[src/rtl/wb_stage.sv]
// wb_stage: write-back stage of the 5-stage RISC pipeline.
// Holds the MEM/WB pipeline register and drives the register-file write port.
// Outputs depend only on the registered fields, so they are stable for a whole
// cycle and nothing passes combinationally from the inputs to the outputs.
module wb_stage #(
    parameter int word_size = 32,
    parameter int reg_size  = 5
) (
    output logic [reg_size-1:0]  WriteReg,
    output logic [word_size-1:0] WriteData,
    output logic                 RegWrite,
    input  logic [word_size-1:0] ReadData,
    input  logic [word_size-1:0] AluResult,
    input  logic [reg_size-1:0]  destination_reg,
    input  logic [1:0]           wb_control_signals,
    input  logic                 clk,
    input  logic                 rst
);

    // MEM/WB pipeline register fields
    logic [word_size-1:0] read_data_r;
    logic [word_size-1:0] alu_result_r;
    logic [reg_size-1:0]  dest_reg_r;
    logic [1:0]           ctrl_r;

    // Combinational views of the registered fields
    logic [word_size-1:0] write_data_s;
    logic                 reg_write_s;

    // Selects the write-back source: MemtoReg = 1 picks the loaded word.
    function automatic logic [word_size-1:0] wb_select(
        input logic                 mem_to_reg,
        input logic [word_size-1:0] mem_word,
        input logic [word_size-1:0] alu_word
    );
        logic [word_size-1:0] result;
        if (mem_to_reg) begin
            result = mem_word;
        end else begin
            result = alu_word;
        end
        return result;
    endfunction

    // Capture the MEM/WB fields every cycle; reset clears them and drops any in-flight write.
    always_ff @(posedge clk) begin
        if (rst) begin
            read_data_r  <= '0;
            alu_result_r <= '0;
            dest_reg_r   <= '0;
            ctrl_r       <= 2'b00;
        end else begin
            read_data_r  <= ReadData;
            alu_result_r <= AluResult;
            dest_reg_r   <= destination_reg;
            ctrl_r       <= wb_control_signals;
        end
    end

    // Decode the registered control: source select and write enable with r0 suppression.
    always_comb begin
        write_data_s = '0;
        reg_write_s  = 1'b0;
        write_data_s = wb_select(ctrl_r[0], read_data_r, alu_result_r);
        // r0 is hard-wired to zero, so a write to it is never issued
        if (ctrl_r[1] && (dest_reg_r != '0)) begin
            reg_write_s = 1'b1;
        end else begin
            reg_write_s = 1'b0;
        end
    end

    assign WriteReg  = dest_reg_r;
    assign WriteData = write_data_s;
    assign RegWrite  = reg_write_s;

endmodule

[config.mk]
export PLATFORM = sky130hd
export DESIGN_NAME = wb_stage
export DESIGN_NICKNAME = d
export VERILOG_FILES = /design/src/rtl/wb_stage.sv
export SDC_FILE = /design/constraint.sdc
export NUM_CORES = 1
export LEC_CHECK = 0
export ABC_AREA = 0
export CAP_MARGIN = 10
export CORE_AREA = 2 2 111 59
export CTS_BUF_LIST = sky130_fd_sc_hd__clkbuf_8 sky130_fd_sc_hd__clkbuf_16
export DETAILED_ROUTE_END_ITERATION = 7
export DIE_AREA = 0 0 113 61
export PLACE_DENSITY = 0.8
export SYNTH_ARGS = -nofsm -noshare
export SYNTH_HDL_FRONTEND = slang
export SYNTH_SLANG_ARGS = --single-unit
[constraint.sdc]
create_clock -name clk -period 1.97 [get_ports clk]
set_clock_uncertainty 0.2 [all_clocks]
set_input_delay 0.4925 -clock clk [delete_from_list [all_inputs] [get_ports clk]]
set_output_delay 0.4925 -clock clk [all_outputs]
set_load 0.01 [all_outputs]
==> flow_summary.ini, run 1 <==
[sta]
max_freq_mhz = 462
fin_crit_sh_pct = 110
tightest_slew_ps = 373
maxSlewViolCount = 0
rsz0062_at_grt = true
setup_viol = 27
hold_viol = 0
fin_crit_ps = 2170
slew_headroom_pct = 75.2
layout_setup_ws_ps = -196

[logic_synthesis]
synth_top_area_share_pct = 61.9
syn_area_per_cell_sq_um = 12.3
yosysSeqAreaShare_pct = 61.9
yosys.area.top_type = dfxtp_1
synth_nets = 260
synth.cell_area_sq_um = 2290
ys_warn_count = 0
ys_types = 9
synth_seq_cells = 71
synth_cells = 187
yosys-top-cells-area = dfxtp_1 (62%), nor2b_1 (19%), mux2_2 (15%), clkbuf_1 (1.1%), buf_4 (0.98%)

[clock_network]
clk_pin_slew_ps = 50
cts_max_level = 3
numCtsBuffers = 9
cts.sinks = 71
cts_buffer_depth = 2
hold_buffers = 0
cts_tree = done
clock-root-buffer = clkbuf_16

[layout]
fillers = 409
area_growth_pct = 80.9
drive_gt1_share_pct = 30.2
finalInstanceArea_sq_um = 4150
nets = 383
fin_util_pct = 70.3
antenna_cells = 0

[floorplanning]
die_y_um = 61
fp.dieW_um = 113
io_pins = 111
dieArea_sq_um = 6890
row_count = 20
start_util_pct = 38.9
core_sq_um = 5910

[detailed_routing]
drt_pass1_iterations = 6
route.met2.wl_mm = 2.32
wirelength_mm = 5.48
routedWlPerCell_um = 14.0
top_layer = met4
detail-route-antenna-nets = 0
met1_length_mm = 2.50
drtIter0Drc = 52
routed-wl-met3_um = 616
viasPerCell = 4.29
route.detailed.drc = 7
vias = 1681

[worst_hold_path]
hold_path.class = primary input to flip-flop
worstHoldPathCells = 2
whs_endpoint = read_data_r[20]
hp-start = rst

[placement]
io_buffers = 110
hpwl_mm = 3.54
gp_congestion = 0.708
placed_area_sq_um = 3520

[power]
power_density_nw_per_um2 = 926
peakVddDrop_uv = 501
p_leak_nw = 1.77

[run_status]
status = finished, violations left
violations = DRC, setup timing

[grt]
grt_pass1_wl_mm = 8.43
grt_overflow = 0
grtUsageTotal_pct = 17.2
antenna_found_initial = 0
grt_max_degree = 33
grt_pass1_vias = 1733

[worst_setup_path]
path_class = flip-flop to output pin
end_kind = output pin
cp_data_required_time_ps = 1280
start_kind = flip-flop
arrival_ps = 1470
cp_max_fo = 2

[flow_run]
drv_cap = 0
## how the worst max path moves through the flow
stage           startpoint  slack, ps  depth (start not counted)  endpoint
3_5_place_dp   WriteReg[0]       -180                          3  RegWrite
6_report       WriteReg[0]       -200                          3  RegWrite
5_1_grt        WriteReg[0]       -240                          3  RegWrite
3_3_place_gp   WriteReg[0]       -170                          3  RegWrite
2_1_floorplan  WriteReg[0]        250                          2  RegWrite
4_1_cts        WriteReg[0]       -200                          3  RegWrite
## kinds of logic (layout without fill, tap and decap cells)
| kind of cell | count (synthesis) | in the layout | share of synthesized area, % |
|---|---|---|---|
| flops | 71 | 71 | 61.9 |
| simple gates | 72 | 72 | 19.7 |
| mux | 32 | 32 | 15.7 |
| buf+inv | 11 | 139 | 2.34 |
| compound gates | 1 | 1 | 0.327 |
## per-layer routing
layer  track usage [%]  vias to the layer above
li1                  -                      839
met1              20.4                      760
met2              26.5                       77
met3              9.59                        5
met4              6.79                        0
met5                 0                        -
## synth_stat cells
| cell type | instances |
|---|---|
| buf_4 | 3 |
| clkbuf_1 | 7 |
| clkbuf_2 | 1 |
| dfxtp_1 | 71 |
| mux2_1 | 2 |
| mux2_2 | 30 |
| nor2b_1 | 71 |
| o21a_1 | 1 |
| or4_1 | 1 |
## state kept, by name, summed over array words and instances (netlist names)
name / flops
ctrl_r: 2
read_data_r: 32
WriteReg: 5
alu_result_r: 32
## where the power goes
part	total [mW]	switching, mW	internal (mW)
Clock	1.79	0.548	1.24
Sequential	1.54	0.0249	1.51
Combinational	0.515	0.153	0.362
Total	3.84	0.726	3.12
## cells in the final DEF (no fill, tap or decap)
| cell | count |
|---|---|
| inv_1 | 1 |
| or4_1 | 1 |
| dfxtp_1 | 70 |
| dfxtp_4 | 1 |
| buf_16 | 3 |
| buf_12 | 3 |
| clkbuf_16 | 9 |
| nor2b_1 | 71 |
| buf_4 | 3 |
| buf_6 | 34 |
| bufinv_16 | 2 |
| clkdlybuf4s50_1 | 74 |
| buf_8 | 2 |
| dlygate4sd2_1 | 2 |
| mux2_4 | 32 |
| buf_2 | 2 |
| clkbuf_8 | 4 |
| o21a_1 | 1 |
## through the flow
stage          setup WS [ps]  total power [mW]  TNS, ps  instances  hold slack, ps
5_1_grt                 -236              4.00    -4170        392             377
2_1_floorplan            248              1.72        0        187             364
3_3_place_gp            -166              1.99    -3490        369             703
3_5_place_dp            -183              2.00    -3870        369             710
6_report                -196              3.84    -2680        392             369
4_1_cts                 -204              3.88    -3890        393             375
## cell type report
cell class | instances | area [sq um] | share of cell area [%]
Timing Repair Buffer | 123 | 1350 | 32.4
Tap cell | 77 | 96.3 | 2.32
Multi-Input combinational cell | 105 | 940 | 22.6
Sequential cell | 71 | 1430 | 34.3
Clock inverter | 3 | 63.8 | 1.54
Clock buffer | 13 | 280 | 6.75
## what timing repair did
action / CTS / global route
setup endpoints to repair: 35 / 33
buffers inserted: 4 / 1
cloned: 4 / 0
gates resized for setup: 197 / 17
## worst max-delay path, stage by stage, from the launching register on
cell and delay (ps):
dfxtp_1 310, or4_1 520, o21a_1 180, buf_2 130
Power figures use the tool's default switching activity.
==> run 2: changes to the inputs <==
GPL_ROUTABILITY_DRIVEN = 0   (was unset)
PLACE_DENSITY = 0.77   (was 0.8)
==> run 2 against run 1 <==
Net effect:
- the run still ends with DRC, setup timing left
- setup slack gained 19 ps
- largest cell class unchanged
- design area down 2.6%
- critical path depth is the same
- non-clock buffer count fell by 5
- via count fell by 0.89%
- power decreased by 9.3%
- worst hold slack improved by 72 ps
==> flow_summary.ini, run 2 (same netlist as run 1, synthesis figures left out) <==
[run_status]
status = finished, violations left
violations = DRC, setup timing

[layout]
antenna_cells = 0
final_cell_mix = clkdlybuf4s50_1 (76), nor2b_1 (71), dfxtp_1 (70)
finalInstanceArea_sq_um = 4040
nets = 378
fin_util_pct = 68.5
drive_gt1_share_pct = 29.0
fillers = 419
finalNonFillerCells = 387
final_common_cell = clkdlybuf4s50_1
area_growth_pct = 76.2

[grt]
grt_max_degree = 72
grt_pass1_vias = 1718
antenna_found_initial = 0
grtUsageTotal_pct = 16.6
grt_overflow = 0
grt_pass1_wl_mm = 8.09

[floorplanning]
core_sq_um = 5910
dieArea_sq_um = 6890
die_y_um = 61
start_util_pct = 38.9
io_pins = 111
row_count = 20
fp.dieW_um = 113

[worst_setup_path]
end_kind = output pin
cp_max_fo = 2
cp_data_required_time_ps = 1280
slowest_delay_ps = 510
path_class = flip-flop to output pin
path_cells = or4_1, o21a_1, buf_2
start_kind = flip-flop
arrival_ps = 1450
worst_path_max_delay_cell = or4_1

[clock_network]
cts.sinks = 71
clk_pin_slew_ps = 50
clock-root-buffer = clkbuf_16
numCtsBuffers = 9
cts_buffer_depth = 2
cts_tree = done
cts_max_level = 3

[sta]
hold_viol = 0
setup_viol = 31
fin_crit_sh_pct = 109
layout_setup_ws_ps = -177
fin_setup_tns_ps = -2950
tightest_slew_ps = 299
rsz0062_at_grt = true
fin_crit_ps = 2150
maxSlewViolCount = 0
max_freq_mhz = 466
slew_headroom_pct = 80.1

[detailed_routing]
routedWlPerCell_um = 13.6
drt_pass1_iterations = 6
viasPerCell = 4.30
route.detailed.drc = 8
wirelength_mm = 5.27
drtIter0Drc = 75
vias = 1666
detail-route-antenna-nets = 0

[power]
peakVddDrop_uv = 663
power_density_nw_per_um2 = 862
p_sw_mw = 0.710
p_comb_share_pct = 14.6
p_int_mw = 2.78
netSwitchingFraction_pct = 20.4
clockPowerShare_pct = 41.3
seqPwrFrac_pct = 44.1
p_leak_nw = 1.71

[placement]
io_buffers = 110
placedCellCount = 366
hpwl_mm = 3.41
placed_area_sq_um = 3480

[flow_run]
drv_cap = 0

[worst_hold_path]
worstHoldPathCells = 3
hold_path.class = primary input to flip-flop
-- run 2: changes by cell type in the layout (fill, tap and decap cells not counted), sizes merged --
cell           previous run  this run
dlygate4sd2               2         0
clkinv                    0         4
buf                      47        42
clkbuf                   13        11
clkdlybuf4s50            74        76
bufinv                    2         0
-- run 2: path summary, 6_finish.rpt --
path                               to   startpoint  slack (ps)
worst max-delay path         RegWrite  WriteReg[0]        -180
worst min-delay path  read_data_r[21]          rst         440
-- run 2: cell type report --
class,instances,area [sq um],area share [%]
flip-flops and latches,71,1430,35.2
repair buffers,118,1310,32.3
multi-input cells,105,940,23.2
clock buffers,11,253,6.25
well taps,77,96.3,2.38
clock inverters,5,23.8,0.588
-- run 2: metrics by stage --
step / total power, mW / hold WS (ps) / setup WS, ps
finish: 3.49 / 441 / -177
global route: 3.64 / 468 / -231
CTS: 3.54 / 448 / -191
detailed placement: 1.99 / 787 / -178
global placement: 1.99 / 779 / -176
floorplan: 1.72 / 364 / 248
-- run 2: timing repair --
item,in CTS,in global routing
setup buffers,3,0
pin swaps,0,0
gates cloned,3,0
endpoints found under the hold margin,0,0
resized for setup,204,1
hold buffers,0,0
endpoints found under the setup margin,33,33
-- run 2: routing by layer --
layer,track usage (%),vias up,part of all wire [%]
li1,-,828,-
met1,19.3,752,43
met2,24.8,77,42
met3,10.5,9,14
met4,7.32,0,1.3
met5,0,-,0
-- run 2: worst max-delay path: cells and delay by family, from the launching register on --
family / cells / cell delay, ps
and+or+nand+nor: 1 / 510
DFF: 1 / 300
buffers and inverters: 1 / 130
AOI/OAI and AO/OA: 1 / 190
-- run 2: power by group through the flow --
stage                     combinational (mW)  clock [mW]  sequential [mW]
after floorplan                        0.161           0             1.56
after global placement                 0.425           0             1.56
after detailed placement               0.427           0             1.56
after CTS                              0.519        1.48             1.54
after global routing                   0.542        1.55             1.55
final                                  0.508        1.44             1.54
